File: config.mk
export PLATFORM = sky130hd
export DESIGN_NAME = rv32e_mem_arbiter
export DESIGN_NICKNAME = d
export VERILOG_FILES = /design/src/rtl/rv32e_mem_arbiter.sv
export SDC_FILE = /design/constraint.sdc
export NUM_CORES = 1
export LEC_CHECK = 0
export BUFFER_PORTS_ARGS = -buffer_cell sky130_fd_sc_hd__buf_2
export CAP_MARGIN = 20
export CORE_ASPECT_RATIO = 1.2
export CORE_UTILIZATION = 43
export CTS_BUF_LIST = sky130_fd_sc_hd__clkbuf_16
export CTS_CLUSTER_SIZE = 8
export DETAILED_ROUTE_END_ITERATION = 6
export PLACE_DENSITY = 0.74
export SLEW_MARGIN = 20
export SYNTH_ARGS = -nofsm -noshare
export SYNTH_HDL_FRONTEND = slang
export SYNTH_SLANG_ARGS = --single-unit
File: constraint.sdc
create_clock -name clk -period 5.1 [get_ports clk]
set_input_delay 1.02 -clock clk [delete_from_list [all_inputs] [get_ports clk]]
set_output_delay 1.02 -clock clk [all_outputs]
set_load 0.03 [all_outputs]
File: src/rtl/rv32e_mem_arbiter.sv
// Two-port (fetch/data) arbiter onto a single-outstanding memory bus.
// Alternating priority on contention, with a response timeout.
module rv32e_mem_arbiter #(
    parameter int TIMEOUT = 255
) (
    input  logic        clk,
    input  logic        rst,
    input  logic        f_req,
    input  logic [31:0] f_addr,
    output logic        f_gnt,
    output logic        f_rvalid,
    output logic        f_err,
    output logic [31:0] f_rdata,
    input  logic        d_req,
    input  logic        d_we,
    input  logic [31:0] d_addr,
    input  logic [31:0] d_wdata,
    input  logic [3:0]  d_be,
    output logic        d_gnt,
    output logic        d_rvalid,
    output logic        d_err,
    output logic [31:0] d_rdata,
    output logic        mem_req,
    output logic        mem_we,
    output logic [31:0] mem_addr,
    output logic [31:0] mem_wdata,
    output logic [3:0]  mem_be,
    input  logic        mem_gnt,
    input  logic        mem_rvalid,
    input  logic [31:0] mem_rdata
);

    localparam int CW = $clog2(TIMEOUT + 1);

    typedef enum logic [1:0] {
        IDLE,
        REQ,
        RESP
    } state_t;

    state_t      state;
    state_t      state_nxt;
    logic        last_d;
    logic        sel_d;
    logic        lat_we;
    logic [31:0] lat_addr;
    logic [31:0] lat_wdata;
    logic [3:0]  lat_be;
    logic [CW-1:0] cnt;

    logic        any_req;
    logic        win_d;
    logic        tmo_hit;
    logic        resp;
    logic        tmo;
    logic        gnt;

    // Data wins unless fetch is also asking and data was granted last.
    assign any_req = f_req | d_req;
    assign win_d   = d_req & (~f_req | ~last_d);
    assign tmo_hit = (cnt == CW'(TIMEOUT));

    // State register.
    always_ff @(posedge clk or posedge rst) begin
        if (rst) state <= IDLE;
        else     state <= state_nxt;
    end

    // Next state, memory request drive and grant/response decisions.
    always_comb begin
        state_nxt = state;
        mem_req   = 1'b0;
        mem_we    = 1'b0;
        mem_addr  = 32'h0;
        mem_wdata = 32'h0;
        mem_be    = 4'h0;
        gnt       = 1'b0;
        resp      = 1'b0;
        tmo       = 1'b0;
        case (state)
            IDLE: begin
                if (any_req) state_nxt = REQ;
            end
            REQ: begin
                mem_req   = 1'b1;
                mem_we    = lat_we;
                mem_addr  = lat_addr;
                mem_wdata = lat_wdata;
                mem_be    = lat_be;
                // A same-cycle response beats the timeout; a bare
                // grant at the timeout cycle is dropped.
                if (mem_gnt && mem_rvalid) begin
                    gnt       = 1'b1;
                    resp      = 1'b1;
                    state_nxt = IDLE;
                end else if (tmo_hit) begin
                    tmo       = 1'b1;
                    state_nxt = IDLE;
                end else if (mem_gnt) begin
                    gnt       = 1'b1;
                    state_nxt = RESP;
                end
            end
            RESP: begin
                if (mem_rvalid) begin
                    resp      = 1'b1;
                    state_nxt = IDLE;
                end else if (tmo_hit) begin
                    tmo       = 1'b1;
                    state_nxt = IDLE;
                end
            end
            default: state_nxt = IDLE;
        endcase
    end

    assign f_gnt = gnt & ~sel_d;
    assign d_gnt = gnt & sel_d;

    // Timeout counter: zero while idle, counts through REQ and RESP.
    always_ff @(posedge clk or posedge rst) begin
        if (rst)                cnt <= '0;
        else if (state == IDLE) cnt <= '0;
        else                    cnt <= cnt + CW'(1);
    end

    // Latch the winner's request and record who was granted.
    always_ff @(posedge clk or posedge rst) begin
        if (rst) begin
            last_d    <= 1'b0;
            sel_d     <= 1'b0;
            lat_we    <= 1'b0;
            lat_addr  <= 32'h0;
            lat_wdata <= 32'h0;
            lat_be    <= 4'h0;
        end else if (state == IDLE && any_req) begin
            last_d    <= win_d;
            sel_d     <= win_d;
            lat_we    <= win_d & d_we;
            lat_addr  <= win_d ? d_addr : f_addr;
            lat_wdata <= win_d ? d_wdata : 32'h0;
            lat_be    <= win_d ? d_be : 4'hF;
        end
    end

    // Registered response pulses; writes and timeouts return zero data.
    always_ff @(posedge clk or posedge rst) begin
        if (rst) begin
            f_rvalid <= 1'b0;
            f_err    <= 1'b0;
            f_rdata  <= 32'h0;
            d_rvalid <= 1'b0;
            d_err    <= 1'b0;
            d_rdata  <= 32'h0;
        end else begin
            f_rvalid <= 1'b0;
            f_err    <= 1'b0;
            d_rvalid <= 1'b0;
            d_err    <= 1'b0;
            if (resp || tmo) begin
                if (sel_d) begin
                    d_rvalid <= 1'b1;
                    d_err    <= tmo;
                    d_rdata  <= (tmo || lat_we) ? 32'h0 : mem_rdata;
                end else begin
                    f_rvalid <= 1'b1;
                    f_err    <= tmo;
                    f_rdata  <= tmo ? 32'h0 : mem_rdata;
                end
            end
        end
    end

endmodule

Word level (Yosys, flattened, before mapping)
Cells that the tools add are included.
{"block": "totals", "inputBits": 139, "reg_bits": 148, "output_inout_bits": 140, "elab_cells": 73}
{"block": "classes", "n_bitwise": 8, "add_sub_neg": 1, "mux": 37, "eq_ne": 6, "n_reduce_logical": 8}
{"operator": "$mux 32", "count": 6}
{"operator": "$mux 1", "count": 19}
{"operator": "$mux 2", "count": 6}
{"operator": "$add 8x1->8 const B", "count": 1}
{"operator": "$eq 8x8->1 const B", "count": 1}
{"operator": "$mux 4", "count": 2}
{"operator": "$mux 8", "count": 1}
{"operator": "$pmux 2 s3", "count": 1}
{"operator": "$and 1x1->1", "count": 4}
{"operator": "$ne 4x4->1 const B", "count": 1}
{"operator": "$pmux 1 s2", "count": 2}
{"operator": "$reduce_and 2->1", "count": 2}
{"operator": "$ne 3x3->1 const B", "count": 1}
{"operator": "$reduce_and 3->1", "count": 1}
{"operator": "$eq 2x1->1 const B", "count": 1}
{"operator": "$eq 2x2->1 const B", "count": 1}
{"operator": "$logic_and 1x1->1", "count": 2}
{"operator": "$logic_not 2->1", "count": 1}
{"operator": "$logic_or 1x1->1", "count": 2}
{"operator": "$ne 2x2->1 const B", "count": 1}
{"operator": "$not 1->1", "count": 2}
{"operator": "$or 1x1->1", "count": 2}

Logic depth before layout (Yosys ltp)
Gate-level depths: netlist (run 1).
{"block": "logic_depth", "depth_word": 6, "ltp_mapped": 7}

Least setup slack after synthesis (run 1)
No wires, ideal clock.
{"block": "synth_path", "path_type": "reg-to-output", "start": "register state[1]", "end": "output d_gnt", "stages_incl_launch_ff": 6, "setup_slack_ps": 2333, "arrival_ps": 1747, "required_time_ps": 4080, "path_cell_list": "dfrtp_1 inv_1 ha_1 clkbuf_1 clkbuf_1 o2111a_1"}
{"block": "synth_between", "elab_chain_cells": 3}
{"item": "start: declaration", "line": "41", "source": "state_t state;"}
{"item": "start signal: assignment", "line": "66", "source": "else state <= state_nxt;"}
{"item": "$eq 2x1->1", "line": "80", "source": "case (state)"}
{"item": "$mux 1", "line": "80"}
{"item": "$and 1x1->1", "line": "118", "source": "assign d_gnt = gnt & sel_d;"}
{"item": "end: declaration", "line": "19", "source": "output logic d_gnt,"}
No other way between the ends.

Worst setup path after layout (run 1)
{"block": "layout_path", "start": "register state[1]", "end": "output mem_wdata[27]"}
{"block": "layout_between", "elab_chain_cells": 2}
{"item": "$eq 2x1->1", "line": "80"}
{"item": "$mux 32", "line": "80"}
{"item": "end: declaration", "line": "26", "source": "output logic [31:0] mem_wdata,"}
No other way between the ends.

==> summary.txt, run 1 <==
Clock network
  – Clk Latency, worst-skew pair: 0.42 ns
  – Root Buffer: clkbuf_16
  – Postcts setup bufs: 0
  – CTS tree: yes
  – CTS sink count: 148
  – Hold Buf Count CTS: 0
  – CTS Buf Count: 17
  – Deepest clock path buffer count: 2
  – Resized Gates After CTS: 0
  – Clk slew on worst S/H paths: 0.06 ns
  – H-tree levels: 4

Logic synthesis
  – Sequential share of the synthesized area: 59.2%
  – FFs w/ async S/R, synth: 100%
  – Yosys cell types: 35
  – Synth Register Bits: 148
  – Top FF cell, synth: dfrtp_1
  – Area share of the largest cell type after synthesis: 59.2%
  – Number of enable flip-flop cells after synthesis: 0
  – Area contributors post-synth: dfrtp_1 59%, a22o_1 14%, and2_1 7.0%, mux2i_1 5.1%, o21ai_0 2.7%
  – Post-Synthesis Cells: 520
  – Synth area leader: dfrtp_1
  – Count leader, synth: dfrtp_1
  – Synth warn: 0
  – Syn nets: 663
  – Mapped Area: 6260 sq um
  – Avg Cell Area, Syn: 12.0 sq um
  – Post-synth top cells: 148 x dfrtp_1, 97 x a22o_1, 70 x and2_1

Placed design
  – I/O Buffers: 278
  – Hpwl dp: 11,800 um
  – GPL Wtd Cong: 0.801
  – Dpl cell area: 7780 sq um
  – Worst slack, placed: 2.09 ns

Die
  – Boundary Pins: 279
  – # rows: 47
  – Starting Density: 44.7%
  – Die X: 112 um
  – Core Region: 14,000 sq um
  – Vert. Die Dim: 134 um
  – Total Die Area: 15,000 sq um

Pwr
  – Max VDD drop: 0.000304 V
  – Leak: 4.49 nW
  – Pwr Density: 702 nW/um^2

Route
  – DR vias/cell: 5.29
  – Initial drt markers: 365
  – Drt drc: 40
  – Wire per inst: 17.4 um
  – WL final: 16,900 um
  – DR vias: 5,145
  – 1st-pass router iterations: 7
  – Post-route ant nets: 0

Global routing
  – Largest net degree at the start of global routing: 113
  – Tot GR Track Use: 23.2%
  – GRT Residual Overflow: 0
  – Vias in the first global route: 5,329
  – Initial antenna violation count: 0
  – Global-route wire length before repair: 27,300 um

STA
  – Worst slew pin tran: 1.06 ns
  – Relative slew margins: 29.4%
  – Setup ws final: 2.06 ns
  – Final Max Tran Viols: 0
  – Final worst path period share: 59.5%
  – Setup TNS: 0 ns
  – Max Freq: 329 MHz
  – Min Tclk post-route: 3.04 ns
  – WHS: 0.449 ns
  – RSZ-0062 raised after global routing: no
  – Skew final: 0.0119 ns
  – Hold Fails Final Rpt: 0
  – Count of final setup violators: 0

Critical path
  – CP Data Required Time: 4.08 ns
  – Crit start category: flip-flop
  – CP Class: reg -> out
  – CP endpoint kind: primary output
  – Crit path max fanout: 77
  – Worst path arrival time: 2.02 ns

Layout
  – Share of post-route cells with drive strength above 1: 41.5%
  – Final core occ: 60.4%
  – P&R area growth vs syn: 35.2%
  – Nets@finish: 930
  – Fillers: 1,166
  – Post-route cell area: 8460 sq um

Flow run
  – Max-Cap Viols: 0

Outcome
  – Status: finished with violations
  – Failing checks: DRC

Min path
  – Hold WC Path Type: reg -> reg
layer usage:
layer  share of wire, %  wire (um)  global-route usage (%)  vias to the layer above
met3                7.6       1290                    5.78                       21
li1                   -          -                       -                     2401
met4                1.8        303                    8.44                        0
met2                 51       8610                    39.6                      250
met5                  0          0                       0                        -
met1                 40       6720                    28.6                     2473
logic make-up after synthesis:
group,after synthesis,share of synthesized area (%)
AOI/OAI and AO/OA,150,19.3
DFF,148,59.2
and+or+nand+nor,136,11.6
buffers and inverters,45,3.32
muxes,32,5.12
xor gates and xnor gates,5,0.700
adders and majority gates,4,0.800
critical path, cell delays in order, from the launching register on:
cell and delay [ns]:
dfrtp_1 0.40, inv_1 0.12, ha_4 0.57, and2_1 0.26
buf_2 0.21
final timing paths:
check | startpoint | slack (ns) | depth (start not counted) | end
max | state[1] | 2.06 | 4 | mem_wdata[27]
min | cnt[0] | 0.45 | 1 | cnt[0]
max reg2reg | state[1] | 2.49 | 7 | d_rdata[23]
min reg2reg | cnt[0] | 0.45 | 1 | cnt[0]
max in group asynchronous | rst | 3.33 | 4 | f_err
min in group asynchronous | rst | 0.57 | 2 | f_rdata[20]
cell type report:
cell class | count | area (sq um) | area share [%]
flip-flops and latches | 148 | 3700 | 43.8
diodes | 1 | 2.50 | 0.0296
inverters | 6 | 27.5 | 0.326
multi-input cells | 327 | 2400 | 28.4
well taps | 171 | 214 | 2.53
repair buffers | 287 | 1500 | 17.7
clock inverters | 15 | 180 | 2.13
clock buffers | 17 | 425 | 5.03
power by group:
group	switching [mW]	internal (mW)
Clock	0.534	0.744
Combinational	1.73	0.929
Sequential	0.302	1.70
Total	2.56	3.37
flip-flops by register name (all words and copies together) (netlist names):
register / count
f_err: 1
d_err: 1
d_rvalid: 1
state: 2
f_rvalid: 1
lat_be: 4
lat_addr: 32
cnt: 8
d_rdata: 32
lat_wdata: 32
f_rdata: 32
lat_we: 1
sel_d: 1
layout by cell type, fill, tap and decap left out, types with 4 or more instances in the layout:
master / instances
nand2_1: 39
and2_1: 69
clkbuf_16: 17
o22a_1: 4
nor2_1: 10
buf_2: 278
buf_4: 7
mux2i_1: 32
a22o_1: 97
inv_1: 5
o21ai_0: 34
inv_6: 9
nor2b_1: 4
dfrtp_1: 148
per-stage QoR:
stage | total power [mW] | instances
floorplan | 3.84 | 520
global placement | 4.57 | 937
detailed placement | 4.64 | 937
CTS | 5.95 | 969
global route | 6.27 | 971
finish | 5.94 | 972
No activity file was read; power rests on OpenSTA's default activity.
==> inputs of run 2 (changes only) <==
==> constraint.sdc (replaced) <==
create_clock -name clk -period 2.75 [get_ports clk]
set_input_delay 0.55 -clock clk [delete_from_list [all_inputs] [get_ports clk]]
set_output_delay 0.55 -clock clk [all_outputs]
set_load 0.03 [all_outputs]
==> run 2 against run 1 <==
Against the previous run: the flow still finishes with violations (DRC); worst hold slack worse by 0.17 ns; critical path type unchanged; register-to-register slack worse by 2.0 ns; clock-buffer cell count unchanged; wire length down 0.21%; clock skew about the same; sequential share of layout area up 0.071 points.
==> summary.txt, run 2 (same netlist as run 1, synthesis figures left out) <==
Layout
  – Share of post-route cells with drive strength above 1: 41.4%
  – Register Area: 3700 sq um
  – Commonest non-fill, non-tap cell in the layout: buf_2
  – Nets@finish: 931
  – Post-route cell area: 8440 sq um
  – Area of the multi-input gates: 2380 sq um
  – Most frequent cells in the layout: 278 x buf_2, 148 x dfrtp_1, 97 x a22o_1
  – Final core occ: 60.3%
  – Diodes inserted: 0
  – Fin cells: 972
  – Fillers: 1,138
  – P&R area growth vs syn: 34.9%

STA
  – Worst slew pin tran: 0.896 ns
  – Count of final setup violators: 0
  – Final worst path period share: 93.3%
  – WHS: 0.276 ns
  – Max Freq: 390 MHz
  – RSZ-0062 raised after global routing: no
  – Relative slew margins: 40.3%
  – Hold Fails Final Rpt: 0
  – Min Tclk post-route: 2.57 ns
  – Skew final: 0.0119 ns
  – Final Max Tran Viols: 0
  – Setup TNS: 0 ns

Critical path
  – Crit start category: flip-flop
  – R2R setup slack: 0.46 ns
  – CP Data Required Time: 2.20 ns
  – CP endpoint kind: primary output
  – CP Cell Sequence: inv_1, ha_2, buf_4, and2_1, buf_2
  – CP Class: reg -> out
  – Critical path startpoint: state[1]
  – Reg2Reg Launch Point: state[1]
  – Worst path arrival time: 2.02 ns
  – Max stage delay cell, worst path: dfrtp_1
  – CP max stage delay: 0.39 ns
  – Crit path max fanout: 32
  – R2r endpoint: d_rdata[7]
  – Reg2reg path depth: 7

Placed design
  – GPL Wtd Cong: 0.830
  – I/O Buffers: 278
  – Dpl cell area: 7810 sq um
  – Placed cell count: 940
  – Hpwl dp: 11,900 um

Clock network
  – Deepest clock path buffer count: 2
  – Postcts setup bufs: 0
  – H-tree levels: 4
  – Resized Gates After CTS: 0
  – Hold Buf Count CTS: 0
  – Clk slew on worst S/H paths: 0.06 ns
  – Clk Latency, worst-skew pair: 0.41 ns
  – CTS Buf Count: 17
  – Root Buffer: clkbuf_16
  – CTS sink count: 148
  – CTS tree: yes

Pwr
  – Internal: 6.31 mW
  – NetSw: 4.75 mW
  – Logic pwr share: 44.2%
  – Switching share of power: 43.0%
  – Leak: 4.50 nW
  – Seq pwr share: 33.5%
  – Clock share of power: 22.3%
  – Max VDD drop: 0.000663 V
  – Pwr Density: 1310 nW/um^2

Outcome
  – Status: finished with violations
  – Failing checks: DRC

Route
  – 1st-pass router iterations: 7
  – Drt drc: 20
  – DR vias/cell: 5.33
  – WL final: 16,900 um
  – Post-route ant nets: 0
  – Initial drt markers: 458
  – Wire per inst: 17.4 um
  – DR vias: 5,184

Global routing
  – Largest net degree at the start of global routing: 149
  – GRT Residual Overflow: 0
  – Vias in the first global route: 5,366
  – Global-route wire length before repair: 27,100 um
  – Tot GR Track Use: 23.1%
  – Initial antenna violation count: 0

Die
  – Core Region: 14,000 sq um
  – Die X: 112 um
  – # rows: 47
  – Total Die Area: 15,000 sq um
  – Vert. Die Dim: 134 um
  – Boundary Pins: 279
  – Starting Density: 44.7%

Flow run
  – Max-Cap Viols: 0

Min path
  – Hold WC Path Type: in -> async
## run 2: cell types whose count changed in the layout (fill, tap and decap cells not counted), moves of 2 or more
cell | before | now
inv_6 | 9 | 5
buf_16 | 2 | 0
buf_4 | 7 | 9
clkinv_4 | 1 | 3
## run 2: how the worst max path moves through the flow
| stage | to | slack, ns | cells after the start |
|---|---|---|---|
| after floorplan | cnt[0] | 0.34 | 1 |
| after global placement | d_rdata[25] | 0.57 | 7 |
| after global routing | mem_wdata[27] | 0.05 | 5 |
| after CTS | mem_wdata[27] | 0.14 | 5 |
| after detailed placement | d_rdata[12] | 0.48 | 7 |
| final | mem_wdata[28] | 0.18 | 5 |
## run 2: layer usage
| layer | up-vias | GRT usage (%) | share of wire (%) |
|---|---|---|---|
| li1 | 2393 | - | - |
| met1 | 2522 | 28.1 | 40 |
| met2 | 248 | 39.4 | 51 |
| met3 | 21 | 5.96 | 7.8 |
| met4 | 0 | 9.19 | 1.8 |
| met5 | - | 0 | 0 |
## run 2: area by class of cell
cell class	count	area share (%)
inverters	6	0.311
flip-flops and latches	148	43.9
repair buffers	288	17.5
well taps	171	2.53
multi-input cells	327	28.2
clock inverters	15	2.49
clock buffers	17	5.04
## run 2: power groups by stage
stage / sequential (mW) / clock (mW) / combinational [mW]
3_3_place_gp: 3.69 / 0 / 4.80
5_1_grt: 3.83 / 2.61 / 5.23
4_1_cts: 3.71 / 2.51 / 4.94
3_5_place_dp: 3.72 / 0 / 4.93
2_1_floorplan: 4.48 / 0 / 2.64
6_report: 3.71 / 2.46 / 4.89
## run 2: metrics by stage
stage	setup WS (ns)	power, mW
final	0.183	11.1
after global routing	0.0522	11.7
after CTS	0.144	11.2
after detailed placement	0.475	8.65
after global placement	0.571	8.49
after floorplan	0.339	7.12
## run 2: worst max-delay path: cells and delay by family, from the launching register on
family	cells	cell delay, ns
buf+inv	3	0.63
flops	1	0.39
fa+ha+maj	1	0.39
simple gates	1	0.19
==> inputs of run 3 (changes only) <==
--- a/config.mk
+++ b/config.mk
@@ -9,7 +9,6 @@
 export CAP_MARGIN = 20
 export CORE_ASPECT_RATIO = 1.2
 export CORE_UTILIZATION = 43
-export CTS_BUF_LIST = sky130_fd_sc_hd__clkbuf_16
 export CTS_CLUSTER_SIZE = 8
 export DETAILED_ROUTE_END_ITERATION = 6
 export PLACE_DENSITY = 0.74
==> constraint.sdc (replaced) <==
create_clock -name clk -period 2.75 [get_ports clk]
set_input_delay 0.1375 -clock clk [delete_from_list [all_inputs] [get_ports clk]]
set_output_delay 0.1375 -clock clk [all_outputs]
set_load 0.05 [all_outputs]
==> run 3 against run 2 <==
Against the previous run: the run still ends with DRC left; global-route usage up 2.3 points; combinational power up 29%; clock skew up 0.0014 ns; setup slack better by 0.23 ns; die area unchanged; cell count up 7.5%; design area up 8.1%; wire length up 10%; non-clock buffer count up 73.
==> summary.txt, run 3 (same netlist as run 1, synthesis figures left out) <==
Outcome
  – Status: finished with violations
  – Failing checks: DRC

Clock network
  – CTS sink count: 148
  – Clk slew on worst S/H paths: 0.06 ns
  – Resized Gates After CTS: 0
  – CTS tree: yes
  – CTS Buf Count: 17
  – Deepest clock path buffer count: 2
  – Clk Latency, worst-skew pair: 0.42 ns
  – H-tree levels: 4
  – Postcts setup bufs: 0
  – Root Buffer: clkbuf_16

Pwr
  – Logic pwr share: 51.3%
  – Switching share of power: 49.6%
  – Clock share of power: 18.2%
  – Pwr Density: 1350 nW/um^2
  – Seq pwr share: 30.5%
  – NetSw: 6.10 mW
  – Leak: 4.76 nW
  – Internal: 6.19 mW
  – Max VDD drop: 0.000797 V

Die
  – # rows: 47
  – Boundary Pins: 279
  – Core Region: 14,000 sq um
  – Starting Density: 44.7%
  – Vert. Die Dim: 134 um
  – Die X: 112 um
  – Total Die Area: 15,000 sq um

STA
  – RSZ-0062 raised after global routing: no
  – Skew final: 0.0134 ns
  – Setup TNS: 0 ns
  – Relative slew margins: 36.4%
  – Count of final setup violators: 0
  – Max Freq: 428 MHz
  – Hold Fails Final Rpt: 0
  – Worst slew pin tran: 0.950 ns
  – Final worst path period share: 85.0%
  – Min Tclk post-route: 2.34 ns
  – Setup ws final: 0.411 ns
  – Final Max Tran Viols: 0

Critical path
  – Max stage delay cell, worst path: buf_4
  – CP Data Required Time: 2.61 ns
  – Worst setup path endpoint: mem_wdata[26]
  – Crit start category: flip-flop
  – CP endpoint kind: primary output
  – R2r endpoint: d_rdata[2]
  – Reg2reg path depth: 7
  – Worst path arrival time: 2.20 ns
  – Crit path max fanout: 74
  – Reg2Reg Launch Point: state[1]
  – CP Class: reg -> out
  – Critical path startpoint: state[1]
  – CP max stage delay: 0.48 ns
  – R2R setup slack: 0.54 ns
  – CP Cell Sequence: inv_1, ha_2, buf_4, and2_1, buf_2

Route
  – DR WL met2: 9470 um
  – Initial drt markers: 404
  – Post-route ant nets: 0
  – Wire per inst: 17.8 um
  – DR WL met3: 1470 um
  – WL final: 18,600 um
  – Top Metal Used: met4
  – 1st-pass router iterations: 7
  – Drt drc: 20
  – DR vias/cell: 5.31
  – DR vias: 5,554
  – Met1 Routed Length: 7080 um

Placed design
  – Hpwl dp: 11,700 um
  – GPL Wtd Cong: 0.789
  – Placed cell count: 939
  – Worst slack, placed: 0.583 ns
  – I/O Buffers: 278
  – Dpl cell area: 7810 sq um

Layout
  – Most frequent cells in the layout: 278 x buf_2, 148 x dfrtp_1, 97 x a22o_1
  – Nets@finish: 1,004
  – Post-route cell area: 9130 sq um
  – P&R area growth vs syn: 45.9%
  – Fillers: 1,046
  – Share of post-route cells with drive strength above 1: 37.8%
  – Commonest non-fill, non-tap cell in the layout: buf_2
  – Diodes inserted: 0
  – Fin cells: 1,045
  – Final core occ: 65.2%

Global routing
  – Initial antenna violation count: 0
  – GRT Residual Overflow: 0
  – Tot GR Track Use: 25.4%
  – Largest net degree at the start of global routing: 149
  – Vias in the first global route: 5,818
  – Global-route wire length before repair: 29,700 um

Min path
  – Hold WC Path Type: in -> reg

Flow run
  – Max-Cap Viols: 0
run 3: cell count changes in the layout (fill, tap and decap cells not counted):
cell / change
clkbuf_1: +1
clkinv_8: -1
inv_8: -1
buf_4: -2
dlygate4sd3_1: +74
clkinvlp_4: +3
clkinv_4: +1
bufinv_16: -2
inv_6: -1
buf_12: +1
run 3: timing repair:
action / CTS / global route
hold endpoints to repair: 133 / 0
endpoints found under the setup margin: 0 / 0
hold buffers: 74 / 0
run 3: final cells by class:
type | instances | area (sq um) | area share [%]
multi-input cells | 327 | 2380 | 26.1
well taps | 171 | 214 | 2.34
flip-flops and latches | 148 | 3700 | 40.6
clock inverters | 14 | 145 | 1.59
inverters | 6 | 26.3 | 0.288
repair buffers | 361 | 2220 | 24.4
clock buffers | 18 | 429 | 4.70
run 3: power by group through the flow:
stage / combinational [mW] / sequential (mW) / clock [mW]
2_1_floorplan: 3.23 / 5.16 / 0
3_3_place_gp: 6.08 / 3.69 / 0
3_5_place_dp: 6.19 / 3.72 / 0
4_1_cts: 6.28 / 3.71 / 2.27
5_1_grt: 6.62 / 3.85 / 2.37
6_report: 6.30 / 3.75 / 2.24
run 3: per-stage QoR:
stage | total power [mW] | hold WS [ns]
2_1_floorplan | 8.38 | 0.258
3_3_place_gp | 9.77 | 0.363
3_5_place_dp | 9.91 | 0.367
4_1_cts | 12.3 | 0.000673
5_1_grt | 12.8 | 0.0240
6_report | 12.3 | 0.0122
run 3: worst min-delay path by stage:
stage / startpoint / endpoint / slack [ns] / depth (start not counted)
floorplan: mem_rdata[30] / d_rdata[30] / 0.26 / 1
global placement: d_wdata[26] / lat_wdata[26] / 0.36 / 2
detailed placement: d_wdata[3] / lat_wdata[3] / 0.37 / 2
CTS: d_addr[17] / lat_addr[17] / 0.0007 / 3
global route: f_addr[21] / lat_addr[21] / 0.02 / 3
finish: f_addr[17] / lat_addr[17] / 0.01 / 3
run 3: metal layers:
layer | up-vias | global-route usage, %
li1 | 2543 | -
met3 | 53 | 6.28
met2 | 306 | 43.8
met1 | 2652 | 29.2
met5 | - | 0
met4 | 0 | 13.5
run 3: critical path, delay by kind of cell (launching register included):
family,cells,cell delay [ns]
adder cells (fa/ha/maj),1,0.23
buffers and inverters,3,0.85
flip-flops,1,0.40
AND/OR/NAND/NOR,1,0.25
